File: src/rtl/img_tile_loader_if.sv
// Memory read port and local image buffer write port of the tile loader.
interface img_tile_loader_if #(
   parameter int unsigned DATA_W = 16,
   parameter int unsigned ADDR_W = 16,
   parameter int unsigned BUF_AW = 12
);
   logic              mem_rd_en;
   logic [ADDR_W-1:0] mem_addr;
   logic [DATA_W-1:0] mem_rd_data;
   logic              buf_we;
   logic [BUF_AW-1:0] buf_addr;
   logic [DATA_W-1:0] buf_data;

   modport master (
      output mem_rd_en, mem_addr, buf_we, buf_addr, buf_data,
      input  mem_rd_data
   );

   modport slave (
      input  mem_rd_en, mem_addr, buf_we, buf_addr, buf_data,
      output mem_rd_data
   );
endinterface

File: src/rtl/img_tile_loader.sv
// Copies a C-channel N x N feature map from CNN memory into the local image
// buffer, one element per cycle, with an optional one-pixel zero border.
module img_tile_loader #(
   parameter int unsigned DATA_W  = 16,
   parameter int unsigned ADDR_W  = 16,
   parameter int unsigned SIZE_W  = 6,
   parameter int unsigned CH_W    = 3,
   parameter int unsigned BUF_AW  = 12,
   parameter int unsigned MEM_LAT = 1
) (
   input  logic              clk,
   input  logic              reset,
   input  logic              start,
   input  logic [ADDR_W-1:0] base_addr,
   input  logic [SIZE_W-1:0] img_size,
   input  logic [CH_W-1:0]   num_ch,
   input  logic [ADDR_W-1:0] ch_stride,
   input  logic              pad_en,
   img_tile_loader_if.master bus,
   output logic              busy,
   output logic              done,
   output logic              overflow
);
   localparam int unsigned S_W   = SIZE_W + 1;
   localparam int unsigned K_RAW = CH_W + 2 * S_W;
   localparam int unsigned K_W   = (K_RAW > BUF_AW) ? K_RAW : BUF_AW + 1;

   typedef enum logic [1:0] {IDLE, ISSUE, DRAIN, FIN} stateT;
   typedef struct packed {
      logic           valid;
      logic           interior;
      logic [K_W-1:0] k;
   } pipeT;

   stateT state, nextState;

   logic [SIZE_W-1:0] cfgN;
   logic [CH_W-1:0]   cfgC;
   logic [ADDR_W-1:0] cfgStride;
   logic              cfgPad;
   logic [S_W-1:0]    cfgS;

   logic [CH_W-1:0]   chIdx;
   logic [S_W-1:0]    rowIdx, colIdx;
   logic [K_W-1:0]    kIdx;
   logic [ADDR_W-1:0] chBase, rowAddr;

   pipeT pipe [MEM_LAT];
   pipeT tail;
   logic tailOver, pipeBusy, bufInterior;

   logic              inIdle, emptyMap, issuing, border, lastCol, lastRow, lastElem;
   logic [SIZE_W-1:0] effN;
   logic [CH_W-1:0]   effC, curCh;
   logic [ADDR_W-1:0] effStride, padOff, curChBase, curRowAddr, elemAddr;
   logic              effPad;
   logic [S_W-1:0]    effS, curRow, curCol;
   logic [K_W-1:0]    curK;

   logic              memRdEnNext, busyNext, doneNext;
   logic [ADDR_W-1:0] memAddrNext;

   // In IDLE the element about to issue is element 0 of the map on the inputs.
   always_comb begin
      inIdle     = (state == IDLE);
      effN       = inIdle ? img_size  : cfgN;
      effC       = inIdle ? num_ch    : cfgC;
      effStride  = inIdle ? ch_stride : cfgStride;
      effPad     = inIdle ? pad_en    : cfgPad;
      effS       = inIdle ? S_W'(img_size) + (pad_en ? S_W'(2) : S_W'(0)) : cfgS;
      padOff     = effPad ? ADDR_W'(effN) : ADDR_W'(0);
      curCh      = inIdle ? '0 : chIdx;
      curRow     = inIdle ? '0 : rowIdx;
      curCol     = inIdle ? '0 : colIdx;
      curK       = inIdle ? '0 : kIdx;
      curChBase  = inIdle ? base_addr : chBase;
      curRowAddr = inIdle ? base_addr - padOff : rowAddr;
      emptyMap   = (effN == '0) || (effC == '0);
      issuing    = inIdle ? (start && !emptyMap) : (state == ISSUE);
      lastCol    = (curCol == effS - S_W'(1));
      lastRow    = (curRow == effS - S_W'(1));
      lastElem   = lastCol && lastRow && (curCh == effC - CH_W'(1));
      border     = effPad && ((curRow == '0) || lastRow || (curCol == '0) || lastCol);
      elemAddr   = curRowAddr + ADDR_W'(curCol) - ADDR_W'(effPad);
   end

   always_comb begin
      pipeBusy = 1'b0;
      for (int j = 0; j < int'(MEM_LAT); j++) pipeBusy = pipeBusy | pipe[j].valid;
   end

   assign tail     = pipe[MEM_LAT-1];
   assign tailOver = (tail.k >> BUF_AW) != '0;

   always_ff @(posedge clk) begin
      if (reset) state <= IDLE;
      else       state <= nextState;
   end

   always_comb begin
      nextState = state;
      case (state)
         IDLE:    if (start) nextState = (emptyMap || lastElem) ? DRAIN : ISSUE;
         ISSUE:   if (lastElem) nextState = DRAIN;
         DRAIN:   if (!pipeBusy) nextState = FIN;
         FIN:     nextState = IDLE;
         default: nextState = IDLE;
      endcase
   end

   always_comb begin
      memRdEnNext = issuing && !border;
      memAddrNext = memRdEnNext ? elemAddr : ADDR_W'(0);
      busyNext    = (nextState != IDLE);
      doneNext    = (nextState == FIN);
   end

   // Border zeros ride the same pipeline as reads so buffer order is kept.
   always_ff @(posedge clk) begin
      if (reset) begin
         bus.mem_rd_en <= 1'b0;
         bus.mem_addr  <= '0;
         bus.buf_we    <= 1'b0;
         bus.buf_addr  <= '0;
         bufInterior   <= 1'b0;
         busy          <= 1'b0;
         done          <= 1'b0;
         overflow      <= 1'b0;
         cfgN          <= '0;
         cfgC          <= '0;
         cfgStride     <= '0;
         cfgPad        <= 1'b0;
         cfgS          <= '0;
         chIdx         <= '0;
         rowIdx        <= '0;
         colIdx        <= '0;
         kIdx          <= '0;
         chBase        <= '0;
         rowAddr       <= '0;
         for (int j = 0; j < int'(MEM_LAT); j++) pipe[j] <= '0;
      end else begin
         bus.mem_rd_en <= memRdEnNext;
         bus.mem_addr  <= memAddrNext;
         busy          <= busyNext;
         done          <= doneNext;

         if (inIdle && start) begin
            cfgN      <= img_size;
            cfgC      <= num_ch;
            cfgStride <= ch_stride;
            cfgPad    <= pad_en;
            cfgS      <= effS;
            overflow  <= 1'b0;
         end

         if (issuing) begin
            kIdx   <= curK + K_W'(1);
            colIdx <= lastCol ? '0 : curCol + S_W'(1);
            if (!lastCol) begin
               rowIdx  <= curRow;
               chIdx   <= curCh;
               chBase  <= curChBase;
               rowAddr <= curRowAddr;
            end else if (!lastRow) begin
               rowIdx  <= curRow + S_W'(1);
               chIdx   <= curCh;
               chBase  <= curChBase;
               rowAddr <= curRowAddr + ADDR_W'(effN);
            end else begin
               rowIdx  <= '0;
               chIdx   <= curCh + CH_W'(1);
               chBase  <= curChBase + effStride;
               rowAddr <= curChBase + effStride - padOff;
            end
         end

         pipe[0] <= '{valid: issuing, interior: memRdEnNext, k: curK};
         for (int j = 1; j < int'(MEM_LAT); j++) pipe[j] <= pipe[j-1];

         bus.buf_we   <= tail.valid && !tailOver;
         bus.buf_addr <= (tail.valid && !tailOver) ? BUF_AW'(tail.k) : BUF_AW'(0);
         bufInterior  <= tail.valid && tail.interior && !tailOver;
         if (tail.valid && tailOver) overflow <= 1'b1;
      end
   end

   assign bus.buf_data = bufInterior ? bus.mem_rd_data : DATA_W'(0);
endmodule

File: src/flat_wrapper.sv
// flat-port wrapper written by rule: the top's interface ports become plain ports
module img_tile_loader_flat 
#(
   parameter int unsigned DATA_W  = 16,
   parameter int unsigned ADDR_W  = 16,
   parameter int unsigned SIZE_W  = 6,
   parameter int unsigned CH_W    = 3,
   parameter int unsigned BUF_AW  = 12,
   parameter int unsigned MEM_LAT = 1
)
  (clk, reset, start, base_addr, img_size, num_ch, ch_stride, pad_en, busy, done, overflow, bus_mem_rd_en, bus_mem_addr, bus_buf_we, bus_buf_addr, bus_buf_data, bus_mem_rd_data);
  img_tile_loader_if #(.DATA_W(DATA_W), .ADDR_W(ADDR_W), .BUF_AW(BUF_AW)) bus_i ();
  input  logic clk;
  input  logic reset;
  input  logic start;
  input  logic [ADDR_W-1:0] base_addr;
  input  logic [SIZE_W-1:0] img_size;
  input  logic [CH_W-1:0] num_ch;
  input  logic [ADDR_W-1:0] ch_stride;
  input  logic pad_en;
  output logic busy;
  output logic done;
  output logic overflow;
  output wire logic [$bits(bus_i.mem_rd_en)-1:0] bus_mem_rd_en;
  output wire logic [$bits(bus_i.mem_addr)-1:0] bus_mem_addr;
  output wire logic [$bits(bus_i.buf_we)-1:0] bus_buf_we;
  output wire logic [$bits(bus_i.buf_addr)-1:0] bus_buf_addr;
  output wire logic [$bits(bus_i.buf_data)-1:0] bus_buf_data;
  input wire logic [$bits(bus_i.mem_rd_data)-1:0] bus_mem_rd_data;
  assign bus_mem_rd_en = bus_i.mem_rd_en;
  assign bus_mem_addr = bus_i.mem_addr;
  assign bus_buf_we = bus_i.buf_we;
  assign bus_buf_addr = bus_i.buf_addr;
  assign bus_buf_data = bus_i.buf_data;
  assign bus_i.mem_rd_data = bus_mem_rd_data;
  img_tile_loader #(.DATA_W(DATA_W), .ADDR_W(ADDR_W), .SIZE_W(SIZE_W), .CH_W(CH_W), .BUF_AW(BUF_AW), .MEM_LAT(MEM_LAT)) u_core (.clk(clk), .reset(reset), .start(start), .base_addr(base_addr), .img_size(img_size), .num_ch(num_ch), .ch_stride(ch_stride), .pad_en(pad_en), .bus(bus_i), .busy(busy), .done(done), .overflow(overflow));
endmodule
File: config.mk
export PLATFORM = sky130hd
export DESIGN_NAME = img_tile_loader_flat
export DESIGN_NICKNAME = d
export VERILOG_FILES = /design/src/rtl/img_tile_loader_if.sv /design/src/rtl/img_tile_loader.sv /design/src/flat_wrapper.sv
export SDC_FILE = /design/constraint.sdc
export NUM_CORES = 1
export LEC_CHECK = 0
export ABC_CLOCK_PERIOD_IN_PS = 19280
export CORE_UTILIZATION = 62
export CTS_CLUSTER_DIAMETER = 150
export DETAILED_ROUTE_END_ITERATION = 6
export GPL_TIMING_DRIVEN = 0
export PLACE_DENSITY = 0.86
export SLEW_MARGIN = 15
export SYNTH_ARGS = -nofsm -noshare
export SYNTH_HDL_FRONTEND = slang
export SYNTH_SLANG_ARGS = --single-unit
File: constraint.sdc
create_clock -name clk -period 19.28 [get_ports clk]
set_clock_uncertainty 0.15 [all_clocks]
set_input_delay 3.856 -clock clk [delete_from_list [all_inputs] [get_ports clk]]
set_output_delay 3.856 -clock clk [all_outputs]
set_load 0.005 [all_outputs]
Word-level counts from Yosys, hierarchy flattened --
Memories as Yosys holds them, arrays and structs flattened. Cells that the tools add are included.
Storage, ports and cells: register bits after elaboration 135, memory bits (writable) 19, output and inout port bits 49, word-level logic and storage cells 108, memories kept 1
Cells by class: add/subtract/negate cells 13, eq/ne operators 7, multiplexer cells 36, bitwise operators 2, reductions and logical operators 29
Memories:
- u_core.pipe | depth 1, bits a word 19, rd ports 1, clocked after memory_dff 0, wr ports 1, RTL line img_tile_loader.sv:48 | pipeT pipe [MEM_LAT];
Operator list (count):
- $mux W16 | 8
- $mux W7 | 6
- $sub A16 B16 Y16 | 2
- $mux W19 | 1
- $reduce_or A19 Y1 | 1
- $add A17 B1 Y17 const B | 1
- $mux W17 | 1
- $reduce_bool A17 Y1 | 1
- $add A16 B16 Y16 | 1
- $add A16 B6 Y16 | 1
- $add A16 B7 Y16 | 1
- $sub A16 B1 Y16 | 1
- $add A7 B1 Y7 const B | 2
- $eq A7 B7 Y1 | 2
- $logic_not A7 Y1 | 2
- $mux W3 | 4
- $mux W6 | 2
- $logic_and A1 B1 Y1 | 10
- $mux W2 | 5
- $mux W1 | 8
- $pmux W2 S4 | 1
- $add A6 B7 Y7 | 1
- $sub A7 B1 Y7 const B | 1
- $eq A2 B2 Y1 const B | 3
- other kinds (12) | 21

Logic depth before layout (Yosys ltp) --
depth after elaboration 13, gate-level depth with buffers 32, depth with buffers taken out 24

Worst setup path after synthesis --
OpenSTA, ideal clock, no wires.
path kind input port to output port, from input bus_mem_rd_data[0], to output bus_buf_data[0], arrival 3.999 ns, data required time 15.274 ns, slack 11.275 ns, cell stages on the path 1, path buffers 0, path through and2_1
On the way: longest elaborated chain between the ends 1
RTL lines:
- start: declaration | RTL line flat_wrapper.sv:29 | input wire logic [$bits(bus_i.mem_rd_data)-1:0] bus_mem_rd_data;
- $mux W16 | RTL line img_tile_loader.sv:187 | assign bus.buf_data = bufInterior ? bus.mem_rd_data : DATA_W'(0);
- end: declaration | RTL line flat_wrapper.sv:28 | output wire logic [$bits(bus_i.buf_data)-1:0] bus_buf_data;
No other way between the ends.

Worst setup path after layout --
from register u_core.state[1], to register u_core.rowAddr[12]
On the way: longest elaborated chain between the ends 8, elaborated cells between the ends (all ways) 27
RTL lines:
- start: declaration | RTL line img_tile_loader.sv:35 | stateT state, nextState;
- start signal: assignment | RTL line img_tile_loader.sv:97 | else state <= nextState;
- $logic_not A2 Y1 | RTL line img_tile_loader.sv:65 | inIdle = (state == IDLE);
- $mux W6 / $mux W1 (equally long branches) | RTL line img_tile_loader.sv:66, img_tile_loader.sv:69
- $mux W6 | RTL line img_tile_loader.sv:71 | padOff = effPad ? ADDR_W'(effN) : ADDR_W'(0);
- $sub A16 B16 Y16 | RTL line img_tile_loader.sv:77 | curRowAddr = inIdle ? base_addr - padOff : rowAddr;
- $mux W16 | RTL line img_tile_loader.sv:77
- $add A16 B6 Y16 | RTL line img_tile_loader.sv:168 | rowAddr <= curRowAddr + ADDR_W'(effN);
- $mux W16 | RTL line img_tile_loader.sv:164 | end else if (!lastRow) begin
- $mux W16 | RTL line img_tile_loader.sv:159 | if (!lastCol) begin
- end signal: assignment | RTL line img_tile_loader.sv:163 | rowAddr <= curRowAddr;
- end signal: assignment | RTL line img_tile_loader.sv:168
- end signal: assignment | RTL line img_tile_loader.sv:173 | rowAddr <= curChBase + effStride - padOff;
- end: declaration | RTL line img_tile_loader.sv:46 | logic [ADDR_W-1:0] chBase, rowAddr;
Several ways; a longest one is shown, not always the timed one. A chain may end at the register's enable or synchronous reset.

==> flow_summary.ini <==
[synth]
synth_top_family_by_area = simple AND/OR/NAND/NOR gates
synth_mux_area_share_pct = 1.94
synth_top_area_share_pct = 29.3
synth.most_common_cell = nand2_1
synth_area_um2 = 10500
syn_area_per_cell_um2 = 7.55
synthDistinctLibCells = 84
synthFlopType = dfxtp_1
syn_nets = 1518
synth-xor-area-share_pct = 6.78
synth_common_cells = nand2_1 (265), dfxtp_1 (153), nor2_1 (103)
synth_edf_count = 0
synth_area_leaders = dfxtp_1 (29%), nand2_1 (9.5%), ha_1 (7.9%)
synthArstFlopShare_pct = 0
synth-simple-area-share_pct = 28.1
synth_cells = 1386
synth-adder-area-share_pct = 8.95
synth_compound_area_share_pct = 19.8
synth_warnings = 0
synth-seq-area-share_pct = 29.3
ys_ff_latch = 153
synth_top_area_cell = dfxtp_1

[clocking]
cts_tree = yes
cts_inserted_buffers = 17
clkSinkCount = 153
clkSlewWorstSetupHoldPaths_ps = 80
cts-hold-fix-buffers = 0
htreeDepth = 4
clockBufferDepth = 2
postCtsSetupBuffers = 0
cts-root-buf = clkbuf_16
cts_resized = 0
clk-insertion-delay-late_ps = 450

[sta]
fmax_mhz = 106
setup_violations = 0
drv_slew = 0
fin_crit_ps = 9410
hold_violations = 0
relSlewSlack_pct = 25.5
tns_ps = 0
rsz0062_at_grt = no
worst_pin_slew_ps = 1100
post-route-period-util_pct = 48.8

[grt]
grt_pass1_vias = 10200
grt_pass1_wl_um = 53700
antenna_found_initial = 2
grt_overflow = 0
track_usage_pct = 39.4
grt_max_degree = 20

[route]
highest_layer = met5
firstDrtPassIters = 6
wl_um = 34000
vias = 10900
vias_per_cell = 6.26
drc = 0
route.met2.wl_um = 15300
ant_nets = 0
met3_length_um = 3460
wl_met1_um = 13900
drt-wirelength-per-cell_um = 19.4
drtIter0Drc = 1491

[floorplanning]
io_pins = 110
die_w_um = 132
die_h_um = 132
rows = 47
coreArea_um2 = 16500
dieArea_um2 = 17400
start_util_pct = 63.3

[placement]
dp_hpwl_um = 25400
io_buffers = 108
place_area_um2 = 11800
dp_cells = 1714
place_congestion = 0.978

[power_and_ir_drop]
irDropWorstVdd_uv = 70.1
p_per_area_nw_per_um2 = 135
leakage_nw = 4.99

[cells_and_area]
final-instance-count-excl-fill = 1747
syn2layout_area_growth_pct = 18.9
nets = 1645
fin_area_um2 = 12400
drive_above_1_share_pct = 5.18

[critical_path]
reg2reg_depth = 27
crit_path_start_kind = register
worstSetupStartpoint = u_core.state[1]
crit_end = u_core.rowAddr[12]
end_kind = register
cp.arrival_ps = 9550
critPathMaxFanout = 10
r2r_slack_ps = 9870
crit_type = register to register
crit_required_ps = 19420
reg2reg_to = u_core.rowAddr[12]
r2r-start = u_core.state[1]

[job]
max_cap_viol_count = 0

[min_path]
holdPathStages = 1
min_from = u_core.pipe[0][10]
worstHoldPathType = register to register

[run_status]
outcome = completed
==> power breakdown <==
group          switching (W)  total (W)  internal (W)
Sequential         0.0000226   0.000381      0.000359
Clock               0.000171   0.000348      0.000177
Combinational       0.000592   0.000947      0.000354
==> critical path, stage by stage, from the launching register on <==
cell	delay, ps
dfxtp_1	350
buf_6	140
or2_4	180
buf_2	290
clkbuf_1	480
clkbuf_1	570
clkbuf_1	660
clkbuf_1	600
clkbuf_1	700
buf_1	580
clkbuf_1	590
nand2_1	110
nand2_1	100
ha_1	190
inv_1	70
fa_1	480
inv_1	90
fa_1	440
a21oi_1	160
o21ai_0	150
a21o_1	210
a21oi_1	280
and4b_1	280
or4b_2	640
xnor2_1	190
mux2_2	300
o22ai_1	150
a211oi_1	90
==> layout make-up <==
type | count | area [µm²]
clock buffers | 17 | 425
diodes | 1 | 2.50
plain buffers | 79 | 352
flip-flops and latches | 153 | 3060
repair buffers | 108 | 1080
inverters | 51 | 191
multi-input cells | 1103 | 6850
clock inverters | 15 | 196
well taps | 220 | 275
fillers | 1301 | 4080
==> metrics by stage <==
stage	setup WS, ps	hold slack (ps)	util (%)	total power (W)
floorplan	11280	256	-	0.00104
global route	9710	290	75.3	0.00177
detailed placement	9770	261	71.5	0.00130
CTS	10190	278	75.3	0.00164
finish	9870	277	75.3	0.00168
global placement	9850	259	71.5	0.00127
==> layout by cell type, fill, tap and decap left out, drive strengths merged, types with 56 or more instances in the layout <==
| cell | count |
|---|---|
| ha | 66 |
| nand2 | 266 |
| o21ai | 71 |
| inv | 56 |
| dfxtp | 153 |
| a21oi | 100 |
| clkbuf | 75 |
| xnor2 | 56 |
| clkdlybuf4s50 | 108 |
| nor2 | 103 |
==> state kept, by name, indices dropped and copies added, names as in the netlist <==
name / count
u_core.cfgN: 6
u_core.busy: 1
u_core.cfgPad: 1
u_core.state: 2
u_core.chBase: 16
u_core.bus.buf_addr: 12
u_core.chIdx: 3
u_core.pipe: 19
u_core.done: 1
u_core.bufInterior: 1
u_core.cfgS: 7
u_core.overflow: 1
u_core.rowAddr: 16
u_core.bus.buf_we: 1
u_core.rowIdx: 7
u_core.cfgStride: 16
u_core.colIdx: 7
u_core.kIdx: 17
u_core.bus.mem_addr: 16
u_core.cfgC: 3
==> worst min-delay path by stage <==
| stage | slack, ps | endpoint |
|---|---|---|
| 5_1_grt | 290 | u_core.bus.buf_addr[10] |
| 3_5_place_dp | 260 | u_core.bus.buf_addr[10] |
| 4_1_cts | 280 | u_core.bus.buf_addr[10] |
| 3_3_place_gp | 260 | u_core.bus.buf_addr[11] |
| 6_report | 280 | u_core.bus.buf_addr[10] |
| 2_1_floorplan | 260 | u_core.bus.buf_addr[0] |
==> logic make-up (layout without fill, tap and decap cells) <==
| group | count (synthesis) | after routing |
|---|---|---|
| AO/OA/AOI/OAI | 313 | 313 |
| XOR/XNOR | 81 | 81 |
| adder cells (fa/ha/maj) | 72 | 72 |
| buffers and inverters | 130 | 270 |
| flip-flops | 153 | 153 |
| multiplexers | 20 | 20 |
| other | 0 | 1 |
| AND/OR/NAND/NOR | 617 | 617 |
==> layer usage <==
metal / vias up / track usage, %
met1: 5064 / 50.1
met3: 119 / 9.80
met2: 634 / 63.6
li1: 5116 / -
met5: - / 0
met4: 2 / 16.5
Note: power is estimated with default switching activity, not from simulation.
